[src/rtl/quad_decoder_counter.sv]
// Quadrature A/B decoder driving a WIDTH-bit wrap-around up/down position counter.
// Optional per-phase glitch filter enabled with `define GLITCH_FILTER_EN.
module quad_decoder_counter #(
    parameter int WIDTH    = 8,
    parameter int FILT_LEN = 4
) (
    input  logic             clk,
    input  logic             rst,
    input  logic             ena,
    input  logic             clr,
    input  logic             a_in,
    input  logic             b_in,
    output logic [WIDTH-1:0] count,
    output logic             dir,
    output logic             step,
    output logic             ovf,
    output logic             err,
    output logic             err_sticky
);

    // Cycles from reset release until the decode input reflects the pins.
`ifdef GLITCH_FILTER_EN
    localparam int SETTLE = 2 + FILT_LEN;
`else
    localparam int SETTLE = 2;
`endif
    localparam int SW = $clog2(2 + FILT_LEN + 1);

    logic [1:0]    a_sync, b_sync;
    logic          a_cur, b_cur;
    logic [1:0]    cur, prev;
    logic          init;
    logic [SW-1:0] settle;
    logic          up, dn, bad;

    always_ff @(posedge clk or posedge rst) begin
        if (rst) begin
            a_sync <= 2'b00;
            b_sync <= 2'b00;
        end else begin
            a_sync <= {a_sync[0], a_in};
            b_sync <= {b_sync[0], b_in};
        end
    end

`ifdef GLITCH_FILTER_EN
    localparam int CW = $clog2(FILT_LEN + 1);

    logic [CW-1:0] a_cnt, b_cnt;
    logic          a_filt, b_filt;

    always_ff @(posedge clk or posedge rst) begin
        if (rst) begin
            a_cnt  <= '0;
            b_cnt  <= '0;
            a_filt <= 1'b0;
            b_filt <= 1'b0;
        end else begin
            if (a_sync[1] == a_filt)
                a_cnt <= '0;
            else if (a_cnt == CW'(FILT_LEN - 1)) begin
                a_filt <= a_sync[1];
                a_cnt  <= '0;
            end else
                a_cnt <= a_cnt + 1'b1;

            if (b_sync[1] == b_filt)
                b_cnt <= '0;
            else if (b_cnt == CW'(FILT_LEN - 1)) begin
                b_filt <= b_sync[1];
                b_cnt  <= '0;
            end else
                b_cnt <= b_cnt + 1'b1;
        end
    end

    assign a_cur = a_filt;
    assign b_cur = b_filt;
`else
    assign a_cur = a_sync[1];
    assign b_cur = b_sync[1];
`endif

    assign cur = {a_cur, b_cur};

    always_comb begin
        up  = 1'b0;
        dn  = 1'b0;
        bad = ((cur ^ prev) == 2'b11);
        case ({prev, cur})
            4'b00_10, 4'b10_11, 4'b11_01, 4'b01_00: up = 1'b1;
            4'b00_01, 4'b01_11, 4'b11_10, 4'b10_00: dn = 1'b1;
            default: ;
        endcase
    end

    // Decode stays off until the reset value has flushed out of the
    // synchroniser (and filter), so a resting 11 is never seen as 00->11.
    always_ff @(posedge clk or posedge rst) begin
        if (rst) begin
            prev       <= 2'b00;
            init       <= 1'b0;
            settle     <= '0;
            count      <= '0;
            dir        <= 1'b0;
            step       <= 1'b0;
            ovf        <= 1'b0;
            err        <= 1'b0;
            err_sticky <= 1'b0;
        end else begin
            step <= 1'b0;
            ovf  <= 1'b0;
            err  <= 1'b0;
            prev <= cur;
            if (!init) begin
                if (settle == SW'(SETTLE))
                    init <= 1'b1;
                else
                    settle <= settle + 1'b1;
            end else begin
                if (bad) begin
                    err        <= 1'b1;
                    err_sticky <= 1'b1;
                end
                if (ena && !clr && (up || dn)) begin
                    count <= up ? count + 1'b1 : count - 1'b1;
                    dir   <= up;
                    step  <= 1'b1;
                    ovf   <= up ? (&count) : ~(|count);
                end
            end
            if (clr) begin
                count      <= '0;
                err_sticky <= 1'b0;
            end
        end
    end

endmodule

[config.mk]
export PLATFORM = sky130hd
export DESIGN_NAME = quad_decoder_counter
export DESIGN_NICKNAME = d
export VERILOG_FILES = /design/src/rtl/quad_decoder_counter.sv
export SDC_FILE = /design/constraint.sdc
export NUM_CORES = 1
export LEC_CHECK = 0
export BUFFER_PORTS_ARGS = -buffer_cell sky130_fd_sc_hd__buf_2
export CORE_MARGIN = 1.5
export CORE_UTILIZATION = 58
export DETAILED_ROUTE_END_ITERATION = 8
export HOLD_SLACK_MARGIN = 0.1
export PLACE_DENSITY = 0.82
export SLEW_MARGIN = 20
export SYNTH_ARGS = -nofsm -noshare
export SYNTH_HDL_FRONTEND = slang
export SYNTH_SLANG_ARGS = --single-unit
[constraint.sdc]
create_clock -name clk -period 4.8 [get_ports clk]
set_input_delay 0.24 -clock clk [delete_from_list [all_inputs] [get_ports clk]]
set_output_delay 0.24 -clock clk [all_outputs]
set_load 0.02 [all_outputs]
**Word level (Yosys, flattened, before mapping)**

Cells that the tools add are included.

- Logic and storage cells: 61
- Input port bits: 6
- Register bits after elaboration: 23
- Output and inout port bits: 13

- Reductions and logical operators: 15
- Multiplexer cells: 18
- Bitwise logic cells: 4
- Add/sub/neg operators: 3
- Eq/ne operators: 10

Operators with widths:

| cell | number |
|---|---|
| $mux 8 | 4 |
| $eq 4x4->1 const B | 4 |
| $mux 1 | 14 |
| $add 8x1->8 const B | 1 |
| $eq 4x3->1 const B | 2 |
| $reduce_and 2->1 | 4 |
| $reduce_and 8->1 | 1 |
| $reduce_or 4->1 | 2 |
| $reduce_or 8->1 | 1 |
| $sub 8x1->8 const B | 1 |
| $reduce_bool 2->1 | 3 |
| $eq 4x1->1 const B | 1 |
| $eq 4x2->1 const B | 1 |
| $add 3x1->3 const B | 1 |
| $eq 3x2->1 const B | 1 |
| $not 1->1 | 3 |
| $eq 2x2->1 const B | 1 |
| $logic_and 1x1->1 | 2 |
| $xor 2x2->2 | 1 |
| $logic_not 1->1 | 1 |
| $logic_or 1x1->1 | 1 |

**Logic depth before layout (Yosys ltp)**

- Depth after elaboration: 8
- Gate-level depth with buffers: 8

**Least setup slack after synthesis**

Ideal clock, no wire load.

- Path kind: flip-flop to flip-flop
- Start: register b_sync[1]
- End: register count[7]
- Setup time: 0.127 ns
- Required time: 4.673 ns
- Cell stages (with the launch flop): 9
- Arrival: 2.295 ns
- Setup slack: 2.377 ns
- Clock period less this slack: 2.423 ns
- Path through: dfrtp_1 xnor2_1 nand2_1 ha_1 o21ai_1 or3_1 a31o_2 a21oi_2 mux2_1

- Word-level cells in the longest chain between the ends: 7

RTL lines:

| element | line | text |
|---|---|---|
| from (decl) | 29 | `logic [1:0] a_sync, b_sync;` |
| from (signal assigned) | 42 | `b_sync <= {b_sync[0], b_in};` |
| $eq 4x2->1 (tied with other cells) | 90 | `case ({prev, cur})` |
| $reduce_or 4->1 | 90 |  |
| $mux 1 | 90 |  |
| $mux 8 / $logic_or 1x1->1 (equally long branches) | 126, 125 |  |
| $mux 8 / $logic_and 1x1->1 (equally long branches) | 125 | `if (ena && !clr && (up \|\| dn)) begin` |
| $mux 8 / $reduce_bool 2->1 (equally long branches) | -- |  |
| $mux 8 / $reduce_and 2->1 (equally long branches) | -- |  |
| to (signal assigned) | 126 | `count <= up ? count + 1'b1 : count - 1'b1;` |
| to (decl) | 13 | `output logic [WIDTH-1:0] count,` |

Parallel ways exist; a longest one is shown, timed or not. The select of a mux whose other input is x is not followed.
A chain may end at the register's enable or synchronous reset.

**Worst setup path in the final report**

Same ends and word-level chain as after synthesis.

==> results.py <==
metrics = {
    "outcome": {
        "status": "finished, final reports clean",
    },
    "grt": {
        "overflow": 0,
        "antenna_found_initial": 0,
        "grt_usage_pct": 23.2,
        "grt_pass1_vias": 871,
        "grt_pass1_wl_um": 3750,
        "grt_max_degree": 24,
    },
    "place": {
        "hpwl_um": 1620,
        "io_buffer_count": 18,
        "place_congestion": 0.829,
    },
    "timing": {
        "finalSetupTns_ns": 0,
        "min_period_over_period_pct": 55.6,
        "skew_ns": 0.00330,
        "maxClockFrequency_mhz": 375,
        "worst_pin_slew_ns": 0.834,
        "slew-limit-headroom_pct": 44.3,
        "setup_violations": 0,
        "hold_viol": 0,
        "slew_violations": 0,
        "grt_setup_unrepaired": "no",
        "fin_crit_ns": 2.67,
    },
    "floorplanning": {
        "core_area_um2": 1940,
        "start_util_pct": 60.9,
        "io_pins": 19,
        "die_w_um": 48.2,
        "die_height_um": 48.2,
        "rows": 16,
        "die_area_um2": 2320,
    },
    "pwr": {
        "p_leak_nw": 0.635,
        "power_density_nw_per_um2": 378,
        "ir_drop_uv": 236,
        "power_uw": 509,
    },
    "final_layout": {
        "antennaDiodeCount": 0,
        "final_nets": 149,
        "area_growth_pct": 14.0,
        "layout-drive-gt1-share_pct": 19.5,
    },
    "routing": {
        "detail-route-antenna-nets": 0,
        "firstDrtPassIters": 4,
        "num_vias": 929,
        "wl_per_cell_um": 14.2,
        "drt_iter0_markers": 25,
        "totalWireLength_um": 2280,
        "via_per_inst": 5.81,
        "drc": 0,
    },
    "cts": {
        "cts_buffers": 3,
        "path_clk_slew_ns": 0.14,
        "cts_max_level": 1,
        "cts_setup_buffers": 0,
        "cts_tree": "yes",
        "cts_resized": 0,
        "cts_root_buf": "clkbuf_4",
        "cts.sinks": 23,
        "clk_latency_ns": 0.31,
        "clockBufferDepth": 2,
        "cts_hold_buf": 2,
    },
    "synthesis": {
        "syn_area_per_cell_um2": 10.7,
        "ys_ff_latch": 23,
        "synth_nets": 126,
        "syn_inst": 111,
        "synth_ff_type": "dfrtp_1",
        "synth_cell_types": 35,
        "seq_area_frac_synth_pct": 48.7,
        "yosys_warnings": 0,
        "synth_edf_count": 0,
        "syn_area_um2": 1180,
        "async_flop_share_pct": 100,
    },
    "critical_path": {
        "arrival_ns": 2.88,
        "end_kind": "flop",
        "crit_required_ns": 5.01,
        "worstSetupStartpointType": "flop",
        "slowest_stage": "ha_1",
        "crit_fanout": 12,
        "r2r_cells": 8,
        "path_cells": "xnor2_1 > nand2_1 > ha_1 > o21ai_1 > or3_1 > a31o_2 > a21oi_2 > mux2_1",
        "path_class": "reg -> reg",
        "crit_path_max_incr_delay_ns": 0.48,
    },
    "worst_hold_path": {
        "hold_path_class": "in -> async",
    },
    "job": {
        "maxCapViolations": 0,
    },
}
metal layers:
layer | wire length (µm) | GRT usage, % | share of wire (%)
met4 | 10 | 8.65 | 0.44
met1 | 1020 | 30.2 | 45
met3 | 88 | 4.44 | 3.9
met5 | 0 | 0 | 0
met2 | 1160 | 38.2 | 51
stage by stage:
stage	cell area, µm²	setup WS, ns	utilization (%)	hold slack (ns)	instances
after floorplan	1180	2.38	-	0.242	111
after global placement	1300	2.24	66.8	0.334	154
after detailed placement	1300	2.16	66.8	0.336	154
after CTS	1350	2.13	69.4	0.110	160
after global routing	1350	1.98	69.4	0.154	160
final	1350	2.13	69.4	0.0762	160
critical path, delay by kind of cell, from the launching register on:
kind | cells | cell delay [ns]
and+or+nand+nor | 2 | 0.67
adders and majority gates | 1 | 0.48
DFF | 1 | 0.44
AOI/OAI and AO/OA | 3 | 0.48
xor gates and xnor gates | 1 | 0.18
muxes | 1 | 0.33
flip-flops by register name, summed over array words and instances, names as in the netlist:
signal and flops:
a_sync 2, ovf 1, step 1, err 1, count 8, init 1, settle 3, prev 2
err_sticky 1, b_sync 2, dir 1
final timing paths:
kind / to / slack [ns] / startpoint
setup / recovery: count[7]$_DFFE_PP0P_ / 2.13 / b_sync[1]$_DFF_PP0_
hold / removal: count[2]$_DFFE_PP0P_ / 0.08 / rst
setup reg to reg: count[7]$_DFFE_PP0P_ / 2.13 / b_sync[1]$_DFF_PP0_
hold reg to reg: b_sync[1]$_DFF_PP0_ / 0.36 / b_sync[0]$_DFF_PP0_
max in group asynchronous: settle[0]$_DFFE_PP0P_ / 4.22 / rst
min in group clk: err_sticky$_DFFE_PP0P_ / 0.29 / clr
cell families (layout without fill, tap and decap cells):
group | after synthesis | after routing | share of synthesized area (%)
buffers and inverters | 6 | 28 | 2.01
xor gates and xnor gates | 9 | 9 | 6.67
adders and majority gates | 9 | 9 | 10.2
DFF | 23 | 23 | 48.7
and+or+nand+nor | 36 | 36 | 16.3
muxes | 1 | 1 | 0.952
AOI/OAI and AO/OA | 27 | 27 | 15.2
cell type report:
class | count | area [µm²]
Clock buffer | 3 | 22.5
Clock inverter | 1 | 7.51
Fill cell | 162 | 594
Inverter | 4 | 15.0
Multi-Input combinational cell | 82 | 583
Sequential cell | 23 | 576
Tap cell | 27 | 33.8
Timing Repair Buffer | 20 | 110
cells in the final DEF, fill, tap and decap left out, types with 2 or more instances in the layout:
cell type and n:
a31oi_1 2, clkbuf_4 3, a21oi_1 6, a21o_1 3
o21ai_0 3, buf_2 18, xnor2_1 6, nor2_1 6
dfrtp_1 23, or4_1 2, o21bai_1 2, nand4b_1 2
xor2_1 3, dlygate4sd3_1 2, inv_1 4, nand3b_1 2
a211o_1 2, nand4_1 3, nor4_1 2, o211ai_1 2
nand3_1 3, nand2_1 9, nor3_1 2, a211oi_1 3
ha_1 8
power breakdown:
part | internal (mW) | switching, mW
clock | 0.0317 | 0.0614
combinational | 0.0733 | 0.107
sequential | 0.213 | 0.0227
cells in the mapped netlist, types with 3 or more instances:
cell       n  area share [%]
xor2_1     3             2.2
a21oi_1    6             2.5
dfrtp_1   23              49
inv_1      4             1.3
ha_1       8             8.5
a211oi_1   3             1.9
o21ai_0    3             1.3
nor2_1     6             1.9
nand2_1    9             2.9
a21o_1     3             1.9
nand3_1    3             1.3
nand4_1    3             1.6
xnor2_1    6             4.4
(Power assumes the default switching activity.)
